$ cat src/rtl/debug_dump_pkg.sv
// ============================================================================
// Module      : debug_dump_pkg
// Description : Shared state encoding, ASCII constants and nibble-to-ASCII
//               helper for the debug dump UART block.
// Revision    : 1.0 - initial release
// ============================================================================
`default_nettype none

package debug_dump_pkg;

   localparam logic [2:0] c_st_idle = 3'd0;
   localparam logic [2:0] c_st_wait = 3'd1;
   localparam logic [2:0] c_st_load = 3'd2;
   localparam logic [2:0] c_st_send = 3'd3;
   localparam logic [2:0] c_st_next = 3'd4;

   typedef enum logic [2:0] {
      ST_IDLE = c_st_idle,
      ST_WAIT = c_st_wait,
      ST_LOAD = c_st_load,
      ST_SEND = c_st_send,
      ST_NEXT = c_st_next
   } state_t;

   localparam logic [7:0] ASCII_CR = 8'h0D;
   localparam logic [7:0] ASCII_LF = 8'h0A;

   function automatic logic [7:0] nibble_to_ascii(input logic [3:0] nib);
      return (nib < 4'd10) ? (8'h30 + {4'h0, nib}) : (8'h37 + {4'h0, nib});
   endfunction

endpackage

`default_nettype wire

$ cat src/rtl/uart_tx_8n1.sv
// ============================================================================
// Module      : uart_tx_8n1
// Description : 8N1 UART transmitter with valid/ready load; a new frame may be
//               loaded in the final stop-bit cycle for gapless streaming.
// Revision    : 1.0 - initial release
// ============================================================================
`default_nettype none

module uart_tx_8n1 #(
   parameter int CLKS_PER_BIT = 16
) (
   input  logic       clk,
   input  logic       rst,
   input  logic       i_valid,
   input  logic [7:0] i_data,
   output logic       o_ready,
   output logic       o_tx,
   output logic       o_frame_end,
   output logic       o_frame_ending
);

   localparam int c_baud_w = $clog2(CLKS_PER_BIT);
   localparam logic [c_baud_w-1:0] c_baud_last = c_baud_w'(CLKS_PER_BIT - 1);
   localparam logic [c_baud_w-1:0] c_baud_prev = c_baud_w'(CLKS_PER_BIT - 2);

   logic                r_active;
   logic [c_baud_w-1:0] r_baud;
   logic [3:0]          r_bit;
   logic [8:0]          r_shift;
   logic                r_tx;
   logic                w_stop;
   logic                w_frame_end;
   logic                w_load;

   assign w_stop         = (r_bit == 4'd9);
   assign w_frame_end    = r_active && w_stop && (r_baud == c_baud_last);
   assign w_load         = i_valid && o_ready;
   assign o_ready        = !r_active || w_frame_end;
   assign o_tx           = r_tx;
   assign o_frame_end    = w_frame_end;
   // One cycle of warning lets the caller overlap its own bookkeeping with the stop bit.
   assign o_frame_ending = r_active && w_stop && (r_baud == c_baud_prev);

   always_ff @(posedge clk or posedge rst) begin
      if (rst) begin
         r_active <= 1'b0;
         r_baud   <= '0;
         r_bit    <= 4'd0;
         r_shift  <= '1;
         r_tx     <= 1'b1;
      end else if (w_load) begin
         r_active <= 1'b1;
         r_baud   <= '0;
         r_bit    <= 4'd0;
         r_shift  <= {1'b1, i_data};
         r_tx     <= 1'b0;
      end else if (r_active) begin
         if (r_baud == c_baud_last) begin
            r_baud <= '0;
            if (w_stop) begin
               r_active <= 1'b0;
               r_bit    <= 4'd0;
            end else begin
               r_bit   <= r_bit + 4'd1;
               r_tx    <= r_shift[0];
               r_shift <= {1'b1, r_shift[8:1]};
            end
         end else begin
            r_baud <= r_baud + 1'b1;
         end
      end
   end

endmodule

`default_nettype wire

$ cat src/rtl/debug_dump_uart.sv
// ============================================================================
// Module      : debug_dump_uart
// Description : Walks the RAM debug port and streams every byte over UART 8N1.
//               Define DEBUG_DUMP_HEX_EN for ASCII hex output with CR/LF tail.
// Revision    : 1.0 - initial release
// ============================================================================
`default_nettype none

module debug_dump_uart
   import debug_dump_pkg::*;
#(
   parameter int DEBUG_LEN_BITS = 3,
   parameter int CLKS_PER_BIT   = 16
) (
   input  logic                      debug_clk,
   input  logic                      debug_rst,
   input  logic                      start,
   output logic [DEBUG_LEN_BITS-1:0] addr_out,
   input  logic [7:0]                byte_in,
   output logic                      uart_tx,
   output logic                      busy,
   output logic                      done
);

   state_t                    r_state;
   logic [DEBUG_LEN_BITS-1:0] r_addr;
   logic                      r_busy;
   logic                      r_done;
   logic                      w_last_addr;
   logic                      w_pending;
   logic                      w_tx_valid;
   logic                      w_tx_ready;
   logic                      w_frame_end;
   logic                      w_frame_ending;
   logic [7:0]                w_tx_data;

   assign w_last_addr = (r_addr == {DEBUG_LEN_BITS{1'b1}});

`ifdef DEBUG_DUMP_HEX_EN
   logic [3:0] r_low_nibble;
   logic [1:0] r_char_idx;

   // Character index: 0 high nibble, 1 low nibble, 2 CR, 3 LF (last byte only).
   assign w_pending = (r_char_idx == 2'd0) || (w_last_addr && (r_char_idx != 2'd3));

   always_comb begin
      w_tx_data = nibble_to_ascii(byte_in[7:4]);
      if (r_state == ST_SEND) begin
         case (r_char_idx)
            2'd0:    w_tx_data = nibble_to_ascii(r_low_nibble);
            2'd1:    w_tx_data = ASCII_CR;
            default: w_tx_data = ASCII_LF;
         endcase
      end
   end
`else
   assign w_pending = 1'b0;
   assign w_tx_data = byte_in;
`endif

   assign w_tx_valid = (r_state == ST_LOAD) || ((r_state == ST_SEND) && w_pending);
   assign addr_out   = r_addr;
   assign busy       = r_busy;
   assign done       = r_done;

   uart_tx_8n1 #(
      .CLKS_PER_BIT (CLKS_PER_BIT)
   ) u_uart (
      .clk            (debug_clk),
      .rst            (debug_rst),
      .i_valid        (w_tx_valid),
      .i_data         (w_tx_data),
      .o_ready        (w_tx_ready),
      .o_tx           (uart_tx),
      .o_frame_end    (w_frame_end),
      .o_frame_ending (w_frame_ending)
   );

   // NEXT overlaps the last stop-bit cycle, so only NEXT/WAIT-length idle remains between bytes.
   always_ff @(posedge debug_clk or posedge debug_rst) begin
      if (debug_rst) begin
         r_state <= ST_IDLE;
         r_addr  <= '0;
         r_busy  <= 1'b0;
         r_done  <= 1'b0;
`ifdef DEBUG_DUMP_HEX_EN
         r_low_nibble <= 4'd0;
         r_char_idx   <= 2'd0;
`endif
      end else begin
         r_done <= 1'b0;
         case (r_state)
            ST_IDLE: begin
               if (start) begin
                  r_addr  <= '0;
                  r_busy  <= 1'b1;
                  r_state <= ST_WAIT;
               end
            end
            ST_WAIT: r_state <= ST_LOAD;
            ST_LOAD: begin
               if (w_tx_ready) begin
`ifdef DEBUG_DUMP_HEX_EN
                  r_low_nibble <= byte_in[3:0];
                  r_char_idx   <= 2'd0;
`endif
                  r_state <= ST_SEND;
               end
            end
            ST_SEND: begin
               if (w_pending) begin
`ifdef DEBUG_DUMP_HEX_EN
                  if (w_tx_ready) r_char_idx <= r_char_idx + 2'd1;
`endif
               end else if (!w_last_addr) begin
                  if (w_frame_ending) r_state <= ST_NEXT;
               end else if (w_frame_end) begin
                  r_busy  <= 1'b0;
                  r_done  <= 1'b1;
                  r_state <= ST_IDLE;
               end
            end
            ST_NEXT: begin
               r_addr  <= r_addr + 1'b1;
               r_state <= ST_WAIT;
            end
            default: r_state <= ST_IDLE;
         endcase
      end
   end

endmodule

`default_nettype wire

$ cat config.mk
export PLATFORM = sky130hd
export DESIGN_NAME = debug_dump_uart
export DESIGN_NICKNAME = d
export VERILOG_FILES = /design/src/rtl/debug_dump_pkg.sv /design/src/rtl/uart_tx_8n1.sv /design/src/rtl/debug_dump_uart.sv
export SDC_FILE = /design/constraint.sdc
export NUM_CORES = 1
export LEC_CHECK = 0
export CAP_MARGIN = 10
export CELL_PAD_IN_SITES_DETAIL_PLACEMENT = 0
export CELL_PAD_IN_SITES_GLOBAL_PLACEMENT = 1
export CORE_MARGIN = 2
export CORE_UTILIZATION = 43
export CTS_CLUSTER_SIZE = 14
export DETAILED_ROUTE_END_ITERATION = 16
export HOLD_SLACK_MARGIN = 0.08
export PLACE_DENSITY_LB_ADDON = 0.1
export SETUP_SLACK_MARGIN = 0.1
export SLEW_MARGIN = 0
export SYNTH_ARGS = -nofsm -noshare
export SYNTH_HDL_FRONTEND = slang
export SYNTH_SLANG_ARGS = --single-unit
export TNS_END_PERCENT = 5
$ cat constraint.sdc
create_clock -name debug_clk -period 2 [get_ports debug_clk]
set_clock_uncertainty 0.15 [all_clocks]
set_input_delay 0.4 -clock debug_clk [delete_from_list [all_inputs] [get_ports debug_clk]]
set_output_delay 0.4 -clock debug_clk [all_outputs]
set_load 0.1 [all_outputs]
==> reports/metrics.cfg <==
[critical_path]
crit_required_ns = 2.10
arrival_ns = 1.92
worst-path-max-fanout = 9
path_class = reg2reg
startpoint_type = flop
r2r-start = u_uart.r_bit[0]$_DFFE_PP0P_
crit_path_end_kind = flop
cp-startpoint = u_uart.r_bit[0]$_DFFE_PP0P_

[power_and_ir_drop]
swShare_pct = 21.6
p_leak_nw = 0.790
clockPowerShare_pct = 27.4
combPwrFrac_pct = 6.9
power_density_nw_per_um2 = 457
switching_power_w = 0.000178
ir_worst_vdd_v = 0.000260
sequentialPowerShare_pct = 65.8
p_int_w = 0.000647

[logic_synthesis]
ys_seq_area_share_pct = 46.0
async_flop_share_pct = 100
synth_commonest_cells = dfrtp_1, o21ai_0, nand2_1
yosysTopAreaCell = dfrtp_1
synth_edf_count = 0
synth.distinct_cells = 41
netlist.area_leader.share_pct = 29.6
avgSynthCellArea_sq_um = 10.3
syn_area_sq_um = 1440
synth_top_flop_cell = dfrtp_1
ys_top_cells_by_area = dfrtp_1, dfstp_2, o21ai_0
postSynthCellCount = 140
synth_warnings = 0
synth_seq_cells = 26
syn_nets = 157

[sta]
final_hold_viol_count = 0
rsz0062_at_grt = true
fmax_mhz = 549
final.period_utilization_pct = 91.0
tightest_slew_ns = 0.445
setup_viol = 0
drv_slew = 0
slew_headroom_pct = 70.4
fin_crit_ns = 1.82
tns_ns = 0
fin_hold_ws_ns = 0.187

[run_status]
status = complete, no violations

[hold_path]
hold_path_class = in2async

[floorplanning]
die_h_um = 61.8
row_count = 20
dieArea_sq_um = 3820
io-pin-count = 17
core-area_sq_um = 3130
initial_core_util_pct = 46.0
die_x_um = 61.8

[clock_network]
holdBufCountCts = 0
h-tree-depth = 1
clk_root_buffer_cell = clkbuf_4
cts.sinks = 26
clkTransAtPathRegs_ns = 0.13
cts_buffers = 3
cts_tree = yes
post_cts_buffers = 0
cts-resized-gates = 0
insertion_delay_ns = 0.31
cts_buffer_depth = 2

[drt]
drc = 0
drt_iter0_drc = 59
vias_per_cell = 5.53
ant_nets = 0
dr.pass1.iters = 4
vias = 1145
wire_per_inst_um = 14.2
top_layer = met4
wl_um = 2940
route.met3.wl_um = 90
met2_length_um = 1350
met1Wirelength_um = 1480

[grt]
track_usage_pct = 18.0
grt_pass1_vias = 1124
antenna_found_initial = 0
grt-ovfl-total = 0
grt_pass1_wl_um = 5070
grt_max_degree = 15

[cells_and_area]
finalNetCount = 181
area.sequential_sq_um = 671
multi_input_area_sq_um = 739
area_delta_synth_final_pct = 25.6
nFillCells = 282
diodes = 0
drive_above_1_share_pct = 25.2
fin_util_pct = 57.7

[placed_design]
io_buffer_count = 16
hpwlAfterDp_um = 2350
place.gp.congestion = 0.811

[flow_run]
maxCapViolCount = 0

## critical path: stages (launching register included)
cell	delay (ns)
dfrtp_1	0.46
ha_1	0.26
nand3b_1	0.22
o21ai_2	0.07
buf_4	0.18
a311oi_1	0.30
a2bb2oi_1	0.10
## placed cells by master, fill, tap and decap left out, types with 5 or more instances in the layout
cell type,instances
dfstp_2,9
a21oi_1,5
buf_12,6
a311oi_1,7
clkdlybuf4s50_1,10
nor2_1,8
dfrtp_1,14
o21ai_0,17
inv_1,5
nand2_1,12
a2bb2oi_1,7
buf_4,10
## per-layer routing
| layer | vias up | track usage, % |
|---|---|---|
| met1 | 552 | 25.4 |
| li1 | 574 | - |
| met3 | 2 | 2.90 |
| met5 | - | 0 |
| met2 | 17 | 28.0 |
| met4 | 0 | 6.69 |
## state kept, by name (all words and copies together), names as in the netlist
register and cells:
done 1, addr_out 3, u_uart.r_shift 8, u_uart.r_active 1
u_uart.o_tx 1, u_uart.r_baud 4, busy 1, r_state 3
u_uart.r_bit 4
## layout make-up
| cell class | count | area share [%] |
|---|---|---|
| Sequential cell | 26 | 37.1 |
| Clock buffer | 4 | 1.46 |
| Timing Repair Buffer | 26 | 16.4 |
| Tap cell | 44 | 3.05 |
| Multi-Input combinational cell | 102 | 41.0 |
| Inverter | 5 | 1.04 |
## power by group through the flow
stage	Clock, W	Combinational, W	Sequential [W]
floorplan	0	0.0000169	0.000559
global placement	0	0.0000568	0.000552
detailed placement	0	0.0000581	0.000552
CTS	0.000243	0.0000581	0.000543
global route	0.000260	0.0000618	0.000544
finish	0.000226	0.0000566	0.000543
## cells by family (layout without fill, tap and decap cells)
kind of cell    after synthesis  count (layout)  share of synthesized area [%]
compound gates               49              49                           24.3
simple gates                 41              41                           16.4
flops                        26              26                           46.0
buf+inv                      12              35                           3.92
fa+ha+maj                     6               6                           5.22
mux                           4               4                           2.96
xor+xnor                      2               2                           1.22
## final timing paths
| path | end | slack [ns] | depth (start not counted) |
|---|---|---|---|
| worst max register to register | u_uart.r_shift[2]$_DFFE_PP1P_ | 0.18 | 6 |
| worst max-delay path | u_uart.r_shift[2]$_DFFE_PP1P_ | 0.18 | 6 |
| worst min register to register | u_uart.o_tx$_DFFE_PP1P_ | 0.34 | 2 |
| worst min-delay path | u_uart.r_active$_DFF_PP0_ | 0.19 | 2 |
| min in group debug_clk | u_uart.o_tx$_DFFE_PP1P_ | 0.34 | 2 |
| max in group asynchronous | u_uart.o_tx$_DFFE_PP1P_ | 0.95 | 3 |
## stage by stage
| stage | area, sq um | cells | total power, W | setup slack (ns) |
|---|---|---|---|---|
| 4_1_cts | 1800 | 207 | 0.000844 | 0.152 |
| 5_1_grt | 1810 | 207 | 0.000865 | 0.0275 |
| 3_3_place_gp | 1770 | 203 | 0.000609 | 0.219 |
| 2_1_floorplan | 1460 | 140 | 0.000575 | 0.114 |
| 6_report | 1810 | 207 | 0.000825 | 0.179 |
| 3_5_place_dp | 1770 | 203 | 0.000610 | 0.186 |
(Power assumes the default switching activity.)
